===== src/rtl/rv32_dbus_bridge.sv =====
// rv32_dbus_bridge: RV32I data port -> pipelined Avalon-MM master.
// Stores are posted through a small FIFO; loads drain the FIFO first so a
// load never overtakes an older store. Stores into the 16-byte timer window
// bypass the bus and become one-cycle mtime/mtimecmp update pulses.
module rv32_dbus_bridge #(
   parameter int          WFIFO_LOG2 = 2,
   parameter logic [31:0] TIMER_BASE = 32'hAFFFFFE0
) (
   input  logic                  clk,
   input  logic                  reset,
   input  logic [31:0]           daddress,
   input  logic                  dwrite,
   input  logic [31:0]           dwritedata,
   input  logic [3:0]            dbyteenable,
   input  logic                  dread,
   output logic [31:0]           dreaddata,
   output logic                  dwaitrequest,
   output logic [31:0]           avm_address,
   output logic                  avm_write,
   output logic [31:0]           avm_writedata,
   output logic [3:0]            avm_byteenable,
   output logic                  avm_read,
   input  logic [31:0]           avm_readdata,
   input  logic                  avm_readdatavalid,
   input  logic                  avm_waitrequest,
   output logic                  wr_mtime,
   output logic                  wr_mtimecmp,
   output logic                  wr_mtime_upper,
   output logic [31:0]           wr_mtime_val,
   output logic [WFIFO_LOG2:0]   wfifo_level,
   output logic                  overflow_err
);

   localparam int DEPTH = 1 << WFIFO_LOG2;

   typedef enum logic [2:0] {S_IDLE, S_DRAIN, S_RD_REQ, S_RD_WAIT, S_RD_RTN} state_t;

   state_t                r_state, w_next;
   logic [31:0]           r_fa [DEPTH];
   logic [31:0]           r_fd [DEPTH];
   logic [3:0]            r_fb [DEPTH];
   logic [WFIFO_LOG2-1:0] r_wptr, r_rptr;
   logic [WFIFO_LOG2:0]   r_count;
   logic                  r_ovf;
   logic [31:0]           r_rdata;
   logic                  r_tw, r_tc, r_tu;
   logic [31:0]           r_tv;

   logic w_timer, w_empty, w_full, w_rd_busy, w_wr_vld;
   logic w_pop, w_push_req, w_push;

   assign w_timer    = (daddress[31:4] == TIMER_BASE[31:4]);
   assign w_empty    = (r_count == '0);
   // count never exceeds DEPTH, so the MSB alone marks "full"
   assign w_full     = r_count[WFIFO_LOG2];
   assign w_rd_busy  = (r_state == S_RD_REQ) || (r_state == S_RD_WAIT);
   assign w_wr_vld   = ~w_empty & ~w_rd_busy;
   assign w_pop      = w_wr_vld & ~avm_waitrequest;
   assign w_push_req = dwrite & ~w_timer;
   // a pop in the same cycle frees the slot, so a full FIFO still accepts
   assign w_push     = w_push_req & (~w_full | w_pop);

   assign wfifo_level    = r_count;
   assign overflow_err   = r_ovf;
   assign wr_mtime       = r_tw;
   assign wr_mtimecmp    = r_tc;
   assign wr_mtime_upper = r_tu;
   assign wr_mtime_val   = r_tv;
   assign dwaitrequest   = dread & (r_state != S_RD_RTN);

   // posted-write FIFO storage, pointers and occupancy
   always_ff @(posedge clk or posedge reset) begin
      if (reset) begin
         r_wptr  <= '0;
         r_rptr  <= '0;
         r_count <= '0;
         for (int i = 0; i < DEPTH; i++) begin
            r_fa[i] <= '0;
            r_fd[i] <= '0;
            r_fb[i] <= '0;
         end
      end else begin
         if (w_push) begin
            r_fa[r_wptr] <= daddress;
            r_fd[r_wptr] <= dwritedata;
            r_fb[r_wptr] <= dbyteenable;
            r_wptr       <= r_wptr + 1'b1;
         end
         if (w_pop) r_rptr <= r_rptr + 1'b1;
         case ({w_push, w_pop})
            2'b10:   r_count <= r_count + 1'b1;
            2'b01:   r_count <= r_count - 1'b1;
            default: r_count <= r_count;
         endcase
      end
   end

   // sticky drop flag: store arrived with no room and no pop to make room
   always_ff @(posedge clk or posedge reset) begin
      if (reset)                             r_ovf <= 1'b0;
      else if (w_push_req & w_full & ~w_pop) r_ovf <= 1'b1;
   end

   // timer-window stores become registered one-cycle update pulses
   always_ff @(posedge clk or posedge reset) begin
      if (reset) begin
         r_tw <= 1'b0;
         r_tc <= 1'b0;
         r_tu <= 1'b0;
         r_tv <= '0;
      end else begin
         r_tw <= dwrite & w_timer & ~daddress[3];
         r_tc <= dwrite & w_timer &  daddress[3];
         r_tu <= dwrite & w_timer &  daddress[2];
         r_tv <= (dwrite & w_timer) ? dwritedata : '0;
      end
   end

   // load data capture: timer window reads as zero, bus reads from readdata
   always_ff @(posedge clk or posedge reset) begin
      if (reset)                                            r_rdata <= '0;
      else if (r_state == S_IDLE && dread && w_timer)       r_rdata <= '0;
      else if (r_state == S_RD_WAIT && avm_readdatavalid)   r_rdata <= avm_readdata;
   end

   // load FSM state register
   always_ff @(posedge clk or posedge reset) begin
      if (reset) r_state <= S_IDLE;
      else       r_state <= w_next;
   end

   // load FSM next state; DRAIN is skipped when it would have nothing to wait on
   always_comb begin
      w_next = r_state;
      case (r_state)
         S_IDLE:    if (dread) begin
                       if (w_timer)                 w_next = S_RD_RTN;
                       else if (w_empty & ~w_push)  w_next = S_RD_REQ;
                       else                         w_next = S_DRAIN;
                    end
         S_DRAIN:   if (w_empty & ~w_push_req)      w_next = S_RD_REQ;
         S_RD_REQ:  if (~avm_waitrequest)           w_next = S_RD_WAIT;
         S_RD_WAIT: if (avm_readdatavalid)          w_next = S_RD_RTN;
         S_RD_RTN:                                  w_next = S_IDLE;
         default:                                   w_next = S_IDLE;
      endcase
   end

   // Avalon command and core read-data outputs; reads own the bus in RD_REQ
   always_comb begin
      avm_read       = 1'b0;
      avm_write      = 1'b0;
      avm_address    = '0;
      avm_writedata  = '0;
      avm_byteenable = '0;
      dreaddata      = '0;
      if (r_state == S_RD_REQ) begin
         avm_read       = 1'b1;
         avm_address    = daddress;
         avm_byteenable = 4'hF;
      end else if (w_wr_vld) begin
         avm_write      = 1'b1;
         avm_address    = r_fa[r_rptr];
         avm_writedata  = r_fd[r_rptr];
         avm_byteenable = r_fb[r_rptr];
      end
      if (r_state == S_RD_RTN) dreaddata = r_rdata;
   end

endmodule

===== config.mk =====
export PLATFORM = sky130hd
export DESIGN_NAME = rv32_dbus_bridge
export DESIGN_NICKNAME = d
export VERILOG_FILES = /design/src/rtl/rv32_dbus_bridge.sv
export SDC_FILE = /design/constraint.sdc
export NUM_CORES = 1
export LEC_CHECK = 0
export CAP_MARGIN = 10
export CORE_MARGIN = 2
export CORE_UTILIZATION = 45
export DETAILED_ROUTE_END_ITERATION = 8
export GPL_ROUTABILITY_DRIVEN = 0
export PLACE_DENSITY = 0.69
export SETUP_SLACK_MARGIN = 0.5
export SYNTH_ARGS = -nofsm -noshare
export SYNTH_HDL_FRONTEND = slang
export SYNTH_SLANG_ARGS = --single-unit

===== constraint.sdc =====
create_clock -name clk -period 16.1 [get_ports clk]
set_input_delay 1.61 -clock clk [delete_from_list [all_inputs] [get_ports clk]]
set_output_delay 1.61 -clock clk [all_outputs]
set_load 0.1 [all_outputs]

# Yosys cells after proc, flatten, opt, wreduce, memory -nomap -nowiden
# Index checks and enable logic that the tools add are counted.
dict set report word_totals {
  reg_bits 350
  latch_bits 0
  ram_bits 0
  mem_bits_ro 0
  inputBits 106
  output_inout_bits 142
  wordCells 113
  memories 0
}
dict set report op_classes {
  n_addsub 4
  n_mul 0
  n_div 0
  magnitude_cmp 3
  eq_ne 12
  n_shift 0
  muxes 37
  bitwise_logic 25
  reduce_logical 10
}
# operator count
set op_table {}
lappend op_table {{32-bit 2-to-1 mux} 13}
lappend op_table {{128-bit bitwise mux} 2}
lappend op_table {{32-bit binary-select mux with 2-bit select} 2}
lappend op_table {{32-bit demux with 2-bit select} 1}
lappend op_table {{28-bit equality test, second input constant} 1}
lappend op_table {{4-bit 2-to-1 mux} 5}
lappend op_table {{16-bit bitwise mux} 1}
lappend op_table {{3-bit 2-to-1 mux} 5}
lappend op_table {{1-bit bitwise AND} 13}
lappend op_table {{3-bit case mux with 4 select lines} 1}
lappend op_table {{1-bit inverter} 9}
lappend op_table {{4-bit binary-select mux with 2-bit select} 1}
lappend op_table {{4-bit demux with 2-bit select} 1}
lappend op_table {{2-bit != test, second input constant} 4}
lappend op_table {{3-bit by 2-bit equality test with 1-bit output, second input constant} 2}
lappend op_table {{3-bit greater-or-equal comparator, second input constant} 2}
lappend op_table {{3-bit logical NOT} 2}
lappend op_table {{2-bit inverter with 3-bit output} 2}
lappend op_table {{3-bit case mux with 2 select lines} 1}
lappend op_table {{2-bit by 1-bit adder with 2-bit output, second input constant} 2}
lappend op_table {{1-bit logical AND} 4}
lappend op_table {{4-bit AND reduction} 1}
lappend op_table {{2-bit nonzero test} 2}
lappend op_table {{3-bit by 1-bit adder with 3-bit output, second input constant} 1}
lappend op_table {{11 further kinds} 13}

# Logic depth before layout (Yosys ltp)
dict set report logic_depth {
  depth_word 13
  ltp_mapped 11
  depth_no_buf 10
}

# Worst setup path before layout
# OpenSTA, ideal clock, no wires.
dict set report synth_path {
  path_type {flip-flop to output port}
  from {register r_count[0], in the netlist wfifo_level[0]}
  to {output avm_writedata[26]}
  arrival_time_ps 3609
  t_required_ps 14490
  path_slack_ps 10881
  path_stages_with_launch 6
  n_path_buf 2
  path_cell_list {dfrtp_1 nor3_1 nor2_1 clkbuf_1 clkbuf_1 and2_1}
}
dict set report synth_via {
  elab_chain_cells 5
}
# item line
set synth_lines {}
lappend synth_lines {{start: declaration} 43} ;# logic [WFIFO_LOG2:0] r_count;
lappend synth_lines {{start signal: assignment} 91} ;# 2'b10: r_count <= r_count + 1'b1;
lappend synth_lines {{start signal: assignment} 92} ;# 2'b01: r_count <= r_count - 1'b1;
lappend synth_lines {{start signal: assignment} 93} ;# default: r_count <= r_count;
lappend synth_lines {{3-bit logical NOT} 53} ;# assign w_empty = (r_count == '0);
lappend synth_lines {{1-bit inverter} 57} ;# assign w_wr_vld = ~w_empty & ~w_rd_busy;
lappend synth_lines {{1-bit bitwise AND} 57}
lappend synth_lines {{32-bit 2-to-1 mux} 161} ;# end else if (w_wr_vld) begin
lappend synth_lines {{32-bit 2-to-1 mux} 157} ;# if (r_state == S_RD_REQ) begin
lappend synth_lines {{end: declaration} 20} ;# output logic [31:0] avm_writedata,
# Every way passes these cells.

# Final worst setup path
dict set report layout_path {
  from {register r_rptr[0]}
  to {output avm_address[30]}
}
dict set report layout_via {
  elab_chain_cells 6
}
# item line
set layout_lines {}
lappend layout_lines {{start: declaration} 42} ;# logic [WFIFO_LOG2-1:0] r_wptr, r_rptr;
lappend layout_lines {{start signal: assignment} 89} ;# if (w_pop) r_rptr <= r_rptr + 1'b1;
lappend layout_lines {{2-bit inverter with 3-bit output (not written as such)} 163} ;# avm_address = r_fa[r_rptr];
lappend layout_lines {{32-bit binary-select mux with 2-bit select} 163}
lappend layout_lines {{32-bit 2-to-1 mux (not written as such) (2 in series)} 163}
lappend layout_lines {{32-bit 2-to-1 mux} 161}
lappend layout_lines {{32-bit 2-to-1 mux} 157}
lappend layout_lines {{end: declaration} 18} ;# output logic [31:0] avm_address,
# Every way passes these cells. The select of a mux whose other input is x is not followed.

==> summary.txt <==
Cells and area
  • Share of layout cells above drive strength 1: 0.3233
  • Layout area overhead: 24.54%
  • Most common cell after layout, fill and taps aside: dfrtp_1
  • Layout Nets: 1,408
  • ANT cells: 0
  • Commonest cells after routing, fill and taps aside: dfrtp_1, clkdlybuf4s50_1, mux2_2
  • Layout fillers: approximately 2,900

Critical path
  • R2R cell count: 6
  • CP Launch Type: flip-flop
  • Flop2flop setup slack: ~13 ns
  • CP max FO: 43
  • CP Capture Type: output port
  • Worst R2R Start: r_state[2]
  • Worst path required time: 14.49 ns
  • CP arrival: roughly 4 ns
  • CP max stage cell: clkdlybuf4s50_1
  • CP peak stage delay: 0.98 ns
  • CP Cell Sequence: buf_4, mux4_2, a22o_1, clkdlybuf4s50_1
  • Setup Crit Path Kind: flip-flop to output port
  • Worst r2r dst: r_fa[32]

Placed design
  • Hpwl dp: 21,530 µm
  • PortBufs: 247

Die
  • Die width: 193.0 µm
  • Rows: 69
  • IO Pins: approximately 250
  • Die Y: 193.0 µm
  • Total Die Area: 37,250 µm²
  • Initial core utilization: 0.4542
  • Core footprint: 35,400 µm²

Clock network
  • Hold Buf Count CTS: 0
  • Root Driver: clkbuf_16
  • CTS max path bufs: 3
  • Clock latency at the later pin of the worst-skew pair: 0.52 ns
  • Post CTS Setup Buffer Count: 0
  • Clock Sinks: 350
  • Post-CTS Resized: 0
  • CTS clock-pin slew for the worst setup and hold paths: 0.05 ns
  • H-tree level count: 2
  • Cts bufs inserted: 39
  • CTS tree: yes

STA
  • Setup Viol. Count Final: 0
  • Setup Skew: 0.008390 ns
  • Top achievable clock speed: 0.1782 GHz
  • Final hold vios: 0
  • Final cycle utilization of the critical path: 0.3486
  • Setup TNS: 0 ns
  • RSZ-0062 raised after global routing: no
  • Fin. max-slew vios: 0
  • Tightest Pin Transition: 1.035 ns
  • Tmin final: 5.613 ns
  • Worst relative slew slack: 0.3077

Drt
  • Vias post-DR: 9,573
  • 1st-iter DRT viols: 374
  • DRT Pass-1 Iters: 4
  • Routed Antenna Nets: 0
  • Routed wire per std cell: 20.19 µm
  • Vias per cell: around 5.4
  • Final WL: 36,030 µm
  • Residual DRC: 0

Global routing
  • Total gr overflow: 0
  • Antenna violations before repair: 0
  • Total GRT Usage: 0.1970
  • Largest net degree at the start of global routing: between 150 and 200
  • First-pass GRT wire length: 57,390 µm
  • Number of global-route vias before repair: 10,071

Yosys
  • Register area share after synthesis: 0.5448
  • Synth Area per Inst: 15.01 µm²
  • Synth Instances: around 1,100
  • Post-Syn Area: approximately 16,000 µm²
  • Synth cell types: 47
  • Post-synth ARST share: 1.000
  • Post-Synthesis Net Count: 1,183
  • Synth Flop Type: dfrtp_1
  • Yosys reg bits: 350
  • Number of synthesis warnings: 0
  • Number of synthesized flops with an enable pin: 0

Flow run
  • # Max-Cap Violations: 0

Hold path
  • Hold Crit Depth: 1
  • Worst Hold Launch: overflow_err
  • Hold Path End: overflow_err
  • HP Class: flip-flop to flip-flop

Status
  • Status: finished clean
[cells in the mapped netlist, types with 2 or more instances]
master	number	area, µm²
nor2_1	5	18.77
buf_8	4	60.06
nand4_1	3	18.77
o21ai_0	2	10.01
buf_1	5	18.77
mux2_4	80	1201
mux2_2	192	2162
xor2_1	4	35.03
nand4b_1	3	26.28
buf_6	4	45.04
xnor2_1	3	26.28
nand3_1	2	10.01
inv_1	10	37.54
buf_2	6	30.03
and3_1	2	12.51
a21o_1	4	30.03
buf_12	8	160.2
a22o_1	32	280.3
a21oi_1	33	165.2
nand2_1	68	255.2
buf_4	16	120.1
ha_1	5	62.56
dfrtp_1	350	8758
and2_1	102	638.1
nor3_1	7	35.03
clkbuf_1	33	123.9
mux4_2	68	1531
[critical path, delay by kind of cell, from the launching register on]
family	cells	cell delay [ns]
buffers and inverters	2	1.82
multiplexers	1	0.59
flip-flops	1	0.80
AO/OA/AOI/OAI	1	0.23
[through the flow]
step           hold WS [ns]  worst slack (ns)  instance area, µm²  std cells    util
2_1_floorplan        0.4751             4.783               16080       1071       -
3_3_place_gp         0.4542             10.83               18700       1713  0.5284
3_5_place_dp         0.4780             10.82               18720       1714  0.5288
4_1_cts              0.4905             10.31               19970       1783  0.5641
5_1_grt              0.5115             10.22               20020       1785  0.5656
6_report             0.4875             10.49               20020       1785  0.5656
[flip-flops by register name, indices dropped and copies added, names as in the netlist, 2 cells and up]
signal	count
r_fa	128
r_fb	16
r_fd	128
r_rdata	32
r_rptr	2
r_state	3
r_wptr	2
wfifo_level	3
wr_mtime_val	32
[cell type report]
| class | count | area [µm²] | share of cell area |
|---|---|---|---|
| multi-input combinational | 634 | 6749 | 0.3371 |
| timing repair buffer | 261 | 2638 | 0.1317 |
| clock inverter | 5 | 25.02 | 0.001250 |
| sequential | 350 | 8766 | 0.4378 |
| inverter | 10 | 45.04 | 0.002250 |
| tap | 461 | 576.8 | 0.02881 |
| clock buffer | 64 | 1222 | 0.06105 |
[layer usage]
| layer | track usage | wire (µm) | share of wire | vias up |
|---|---|---|---|---|
| met5 | 0 | 0 | 0 | - |
| met4 | 0.05070 | 589 | 0.016 | 0 |
| met3 | 0.03113 | 1523 | 0.042 | 49 |
| met2 | 0.3167 | 17340 | 0.48 | 235 |
| met1 | 0.2818 | 16580 | 0.46 | 5014 |
| li1 | - | - | - | 4275 |
[kinds of logic after synthesis]
family,synth area share
and+or+nand+nor,0.06833
xor gates and xnor gates,0.003814
buffers and inverters,0.03736
AOI/OAI and AO/OA,0.03549
DFF,0.5448
muxes,0.3051
adders and majority gates,0.005137
[how the worst max path moves through the flow]
| stage | startpoint | end | slack [ns] |
|---|---|---|---|
| after floorplan | reset | overflow_err | 4.78 |
| after global placement | daddress[30] | avm_address[30] | 10.83 |
| after detailed placement | daddress[29] | avm_address[29] | 10.82 |
| after CTS | r_rptr[0] | avm_address[30] | 10.31 |
| after global routing | r_rptr[0] | avm_address[30] | 10.22 |
| final | r_rptr[0] | avm_address[30] | 10.49 |
Power is left out: the tool's default activity adds up to more than one toggle a clock period on the data nets, which glitch-free logic cannot reach.
